### src/rtl/sram_wb_arbiter.sv
// rtl/sram_wb_arbiter.sv - two-master round-robin Wishbone arbiter in front of an SRAM controller
module sram_wb_arbiter #(
    parameter int TIMEOUT_CYCLES = 255
) (
    input  logic        clk,
    input  logic        rst_n,

    // master 0: data port
    input  logic [31:0] m0_addr_i,
    input  logic [31:0] m0_data_i,
    input  logic        m0_we_i,
    input  logic [3:0]  m0_sel_i,
    input  logic        m0_stb_i,
    input  logic        m0_cyc_i,
    output logic [31:0] m0_data_o,
    output logic        m0_ack_o,
    output logic        m0_err_o,

    // master 1: instruction fetch port
    input  logic [31:0] m1_addr_i,
    input  logic [31:0] m1_data_i,
    input  logic        m1_we_i,
    input  logic [3:0]  m1_sel_i,
    input  logic        m1_stb_i,
    input  logic        m1_cyc_i,
    output logic [31:0] m1_data_o,
    output logic        m1_ack_o,
    output logic        m1_err_o,

    // slave: SRAM controller
    output logic [31:0] s_addr_o,
    output logic [31:0] s_data_o,
    output logic        s_we_o,
    output logic [3:0]  s_sel_o,
    output logic        s_stb_o,
    output logic        s_cyc_o,
    input  logic [31:0] s_data_i,
    input  logic        s_ack_i,

    // debug: {state==GNT1, state==GNT0}
    output logic [1:0]  grant_o
);

    localparam logic [1:0] IDLE = 2'd0;
    localparam logic [1:0] GNT0 = 2'd1;
    localparam logic [1:0] GNT1 = 2'd2;

    // Counter value on the last granted cycle before the transfer is aborted.
    localparam logic [7:0] COUNT_LAST = 8'(TIMEOUT_CYCLES - 1);

    logic [1:0] state;
    logic [1:0] state_nxt;
    logic       last_grant;   // 0: master 0 was granted last, 1: master 1
    logic [7:0] count;

    logic       req0;
    logic       req1;
    logic       granted;
    logic       timeout_hit;
    logic       sel_m1;

    assign req0        = m0_cyc_i & m0_stb_i;
    assign req1        = m1_cyc_i & m1_stb_i;
    assign granted     = (state == GNT0) || (state == GNT1);
    assign timeout_hit = granted && (count == COUNT_LAST);

    // Next-state decision: IDLE arbitrates, a grant is held until ack or timeout.
    always_comb begin
        state_nxt = IDLE;
        case (state)
            IDLE: begin
                if (req0 && req1) begin
                    // Tie goes to the master that was not served last.
                    state_nxt = last_grant ? GNT0 : GNT1;
                end else if (req0) begin
                    state_nxt = GNT0;
                end else if (req1) begin
                    state_nxt = GNT1;
                end else begin
                    state_nxt = IDLE;
                end
            end
            GNT0, GNT1: begin
                // The grant is not released when the owner drops cyc/stb;
                // only a slave ack or the timeout ends it.
                if (s_ack_i || timeout_hit) begin
                    state_nxt = IDLE;
                end else begin
                    state_nxt = state;
                end
            end
            default: state_nxt = IDLE;
        endcase
    end

    // State register.
    always_ff @(posedge clk) begin
        if (!rst_n) begin
            state <= IDLE;
        end else begin
            state <= state_nxt;
        end
    end

    // Round-robin history and granted-cycle counter, both reloaded on grant entry.
    always_ff @(posedge clk) begin
        if (!rst_n) begin
            last_grant <= 1'b1;
            count      <= 8'd0;
        end else if ((state == IDLE) && (state_nxt != IDLE)) begin
            last_grant <= (state_nxt == GNT1);
            count      <= 8'd0;
        end else if (granted && (state_nxt == state) && (count != 8'hff)) begin
            count <= count + 8'd1;
        end
    end

    // Error pulse: only a timeout exit without a coincident ack raises it.
    always_ff @(posedge clk) begin
        if (!rst_n) begin
            m0_err_o <= 1'b0;
            m1_err_o <= 1'b0;
        end else begin
            m0_err_o <= (state == GNT0) && timeout_hit && !s_ack_i;
            m1_err_o <= (state == GNT1) && timeout_hit && !s_ack_i;
        end
    end

    // Slave-side mux; IDLE keeps pointing at the last owner so the bus stays quiet.
    always_comb begin
        sel_m1 = (state == GNT1) || ((state == IDLE) && last_grant);
        if (sel_m1) begin
            s_addr_o = m1_addr_i;
            s_data_o = m1_data_i;
            s_we_o   = m1_we_i;
            s_sel_o  = m1_sel_i;
        end else begin
            s_addr_o = m0_addr_i;
            s_data_o = m0_data_i;
            s_we_o   = m0_we_i;
            s_sel_o  = m0_sel_i;
        end
        case (state)
            GNT0: begin
                s_cyc_o = m0_cyc_i;
                s_stb_o = m0_stb_i;
            end
            GNT1: begin
                s_cyc_o = m1_cyc_i;
                s_stb_o = m1_stb_i;
            end
            default: begin
                s_cyc_o = 1'b0;
                s_stb_o = 1'b0;
            end
        endcase
    end

    // Master-side responses: read data is broadcast, ack only reaches an active owner.
    always_comb begin
        m0_data_o = s_data_i;
        m1_data_o = s_data_i;
        m0_ack_o  = s_ack_i && (state == GNT0) && req0;
        m1_ack_o  = s_ack_i && (state == GNT1) && req1;
        grant_o   = {state == GNT1, state == GNT0};
    end

endmodule

### config.mk
export PLATFORM = sky130hd
export DESIGN_NAME = sram_wb_arbiter
export DESIGN_NICKNAME = d
export VERILOG_FILES = /design/src/rtl/sram_wb_arbiter.sv
export SDC_FILE = /design/constraint.sdc
export NUM_CORES = 1
export LEC_CHECK = 0
export BUFFER_PORTS_ARGS = -buffer_cell sky130_fd_sc_hd__buf_2
export CORE_AREA = 4 4 120 122
export CTS_BUF_LIST = sky130_fd_sc_hd__clkbuf_8
export DETAILED_ROUTE_END_ITERATION = 12
export DIE_AREA = 0 0 124 126
export SLEW_MARGIN = 20
export SYNTH_ARGS = -nofsm -noshare
export SYNTH_HDL_FRONTEND = slang
export SYNTH_SLANG_ARGS = --single-unit
### constraint.sdc
create_clock -name clk -period 2.15 [get_ports clk]
set_clock_uncertainty 0.2 [all_clocks]
set_input_delay 0.215 -clock clk [delete_from_list [all_inputs] [get_ports clk]]
set_output_delay 0.215 -clock clk [all_outputs]
set_load 0.02 [all_outputs]
==> results by group <==
Run status
  • Status: finished, violations left
  • Failing checks: setup timing

Power
  • Switching pwr: 777.0 µW
  • Reg power frac: 12.4%
  • Worst vdd ir: 0.1961 mV
  • Internal: 1.242 mW
  • Part of the power in the clock network: 11.2%
  • Pwr/cell area: 477.7 nW/µm²
  • Combinational share of power: 76.4%
  • Switching share of power: 38.49%
  • Total Power: 2.019 mW
  • Leakage: 2.112 nW

Global routing
  • First-pass GRT wire length: 17010 µm
  • GRT Residual Overflow: 0
  • Largest net degree at the start of global routing: 14
  • Vias in the first global route: 2727
  • GRT Total Usage: 14.70%
  • Initial antenna violation count: 1

Clock network
  • CTS H-tree depth: 1
  • Max Buffers Root-to-Sink: 2
  • CTS tree: built
  • Clock Tree Root: clkbuf_8
  • CTS Buf Count: 3
  • CTS clk-pin slew, worst paths: 0.06 ns
  • CTS sink count: 13
  • Skew-Pair Late Insertion Delay: 0.25 ns

Logic synthesis
  • Mapped Area: 2145 µm²
  • Syn Nets: 433
  • Ys Warns: 0
  • Synthesized area per cell: 8.578 µm²
  • Synth Instances: 250
  • Xor/xnor share of the synthesized area: 0%
  • Area share of fa/ha/maj cells after synthesis: 3.501%
  • Post-synth EDFFs: 0
  • Seq cells post-synth: 13
  • Netlist cell types: 39
  • Sequential fraction of the synthesis area: 12.14%
  • Post-synthesis mux area share: 36.23%
  • Largest family of logic cells by synthesized area: multiplexers
  • Simple-gate portion of the synthesized area: 13.71%
  • Post-synthesis compound-gate area fraction: 9.393%
  • Async SR Flop Fraction: 0%
  • Ys flop type: dfxtp_1

Placed design
  • IO Port Bufs: 221
  • DP Wirelength: 9841 µm
  • GPL Wtd Cong: 0.8502

Setup path
  • WP data arrival: 1.89 ns
  • CP max stage cell: dfxtp_4
  • Critical path's largest stage delay: 0.38 ns
  • Reg2reg path depth: 9
  • CP Capture Type: output pin
  • Kind of cell adding the most delay to the critical path: buffers and inverters
  • Setup crit start: state[1]$_SDFF_PN0_
  • R2R Setup Slk: 0.03 ns
  • Worst path cell trace: inv_4 -> ha_4 -> a21oi_4 -> buf_12 -> clkbuf_16 -> mux2_2 -> buf_6
  • CP Class: flip-flop to output pin
  • Worst path bufs/invs: 4
  • Crit path max fanout: 7
  • Crit path required time: 1.74 ns
  • Critical Path Source Type: flip-flop
  • Worst r2r dst: count[4]$_SDFFE_PP0P_
  • Reg2reg start: state[1]$_SDFF_PN0_

Min path
  • Hold path startpoint: s_data_i[21]
  • Min-Delay Path Class: input pin to output pin
  • Hold depth: 0
  • Hold EP: m1_data_o[21]

STA
  • FMAX: 434.1 MHz
  • Period minus WS final: 2.304 ns
  • Slew at the pin with the worst max-slew slack: 0.2771 ns
  • Fin. max-slew vios: 0
  • Final setup fails: 69
  • Slew headroom: 81.37%
  • Final worst slack: -0.1537 ns
  • Tcrit/Tclk final: 107.2%
  • Final Hold Viols: 0
  • RSZ-0062 raised after global routing: true

Route
  • Via Count: 2590
  • WL/cell: 21.70 µm
  • DRT Wirelength: 13190 µm
  • Vias per inst: 4.260
  • Initial DRT Pass Iterations: 6
  • Initial DRC count: 105
  • Residual DRC: 0
  • Post-route ant nets: 0

Floorplanning
  • Area of the die: 15620 µm²
  • Die Y: 126 µm
  • Row count: 42
  • Die Wd: 124 µm
  • Core Region: 13190 µm²
  • Initial Util: 16.26%
  • IO Pins: 318

Layout
  • Layout cell share with drive strength beyond 1: 78.94%
  • Utilization after layout: 32.04%
  • P&R area growth vs syn: 97.08%
  • Final net count: 616
  • Layout fillers: 1359
  • Antenna fix cells: 0

Run
  • Maximum capacitance violations: 0
## placed cells by master (no fill, tap or decap), drive strengths merged, types with 3 or more instances in the layout
| cell type | netlist | final |
|---|---|---|
| a21oi | 11 | 11 |
| buf | 66 | 246 |
| clkbuf | 6 | 6 |
| dfxtp | 13 | 13 |
| ha | 6 | 6 |
| inv | 6 | 7 |
| mux2 | 69 | 69 |
| nand2 | 13 | 13 |
| nand3 | 7 | 7 |
| nand4 | 3 | 3 |
| nor2 | 11 | 11 |
| nor3 | 5 | 5 |
| o21ai | 5 | 5 |
## per-layer routing
metal	vias to the layer above	track usage, %	share of wire [%]	routed length [µm]
met5	-	0	0	0
met4	0	2.384	1.1	147
met3	29	5.874	13	1650
met2	179	24.72	48	6347
met1	1196	17.89	38	5046
li1	1186	-	-	-
## synth_stat cells (3+ instances only)
master | count | share of area [%]
nand2_1 | 13 | 2.3
mux2_2 | 69 | 36
inv_1 | 6 | 1.1
a21oi_1 | 11 | 2.6
nor2_1 | 11 | 1.9
clkbuf_1 | 5 | 0.88
ha_1 | 6 | 3.5
nand3_1 | 6 | 1.4
dfxtp_1 | 13 | 12
o21ai_0 | 4 | 0.93
nand4_1 | 3 | 0.88
nor3_1 | 4 | 0.93
buf_4 | 64 | 22
## worst max path at each step
| stage | endpoint | cells after the start |
|---|---|---|
| floorplan | count[4]$_SDFFE_PP0P_ | 8 |
| global placement | s_data_o[25] | 6 |
| detailed placement | s_data_o[25] | 6 |
| CTS | s_addr_o[29] | 8 |
| global route | s_data_o[13] | 7 |
| finish | s_data_o[13] | 7 |
## per-stage QoR
| step | hold slack (ns) | worst slack [ns] | setup TNS (ns) | cells | area (µm²) |
|---|---|---|---|---|---|
| 2_1_floorplan | 0.07694 | 0.03858 | 0 | 250 | 2176 |
| 3_3_place_gp | 0.2302 | 0.02500 | 0 | 587 | 3087 |
| 3_5_place_dp | 0.2302 | 0.004558 | 0 | 587 | 3087 |
| 4_1_cts | 0.2302 | -0.1511 | -7.801 | 605 | 3983 |
| 5_1_grt | 0.2301 | -0.2000 | -11.51 | 608 | 4227 |
| 6_report | 0.2300 | -0.1537 | -8.152 | 608 | 4227 |
## state kept, by name, indices dropped and copies added (netlist names)
name,cells
count,8
last_grant,1
m0_err_o,1
state,2
m1_err_o,1
## cell type report
class | count | area, µm² | share of cell area, %
Timing Repair Buffer | 250 | 1999 | 47.31
Multi-Input combinational cell | 159 | 1672 | 39.55
Tap cell | 176 | 220.2 | 5.210
Sequential cell | 13 | 265.3 | 6.276
Clock buffer | 3 | 41.29 | 0.9769
Clock inverter | 1 | 3.754 | 0.08881
Inverter | 6 | 25.02 | 0.5921
## power by group through the flow
stage               registers [mW]  logic, mW  clock network, mW
global route                 0.251       1.62              0.241
CTS                          0.251       1.43              0.226
detailed placement           0.255      0.945                  0
global placement             0.255      0.942                  0
finish                       0.251       1.54              0.227
floorplan                    0.258      0.732                  0
## logic make-up after synthesis
group / after synthesis
simple gates: 55
buf+inv: 78
compound gates: 29
mux: 69
fa+ha+maj: 6
flops: 13
## worst register-to-register path, cell delays in order, from the launching register on
cell and delay (ns):
dfxtp_4 0.38, inv_4 0.04, ha_4 0.16, buf_4 0.16
nand3_4 0.07, nor3_2 0.06, o31ai_4 0.27, nand3_4 0.14
or4_4 0.44, a21oi_2 0.13
## repair_timing
item / CTS / global route
buffers inserted: 7 / 2
pin swaps: 2 / 6
gates cloned: 7 / 2
endpoints found under the setup margin: 70 / 76
hold buffers: 1 / 0
hold endpoints to repair: 1 / 0
resized for setup: 179 / 61
Note: power is estimated with default switching activity, not from simulation.
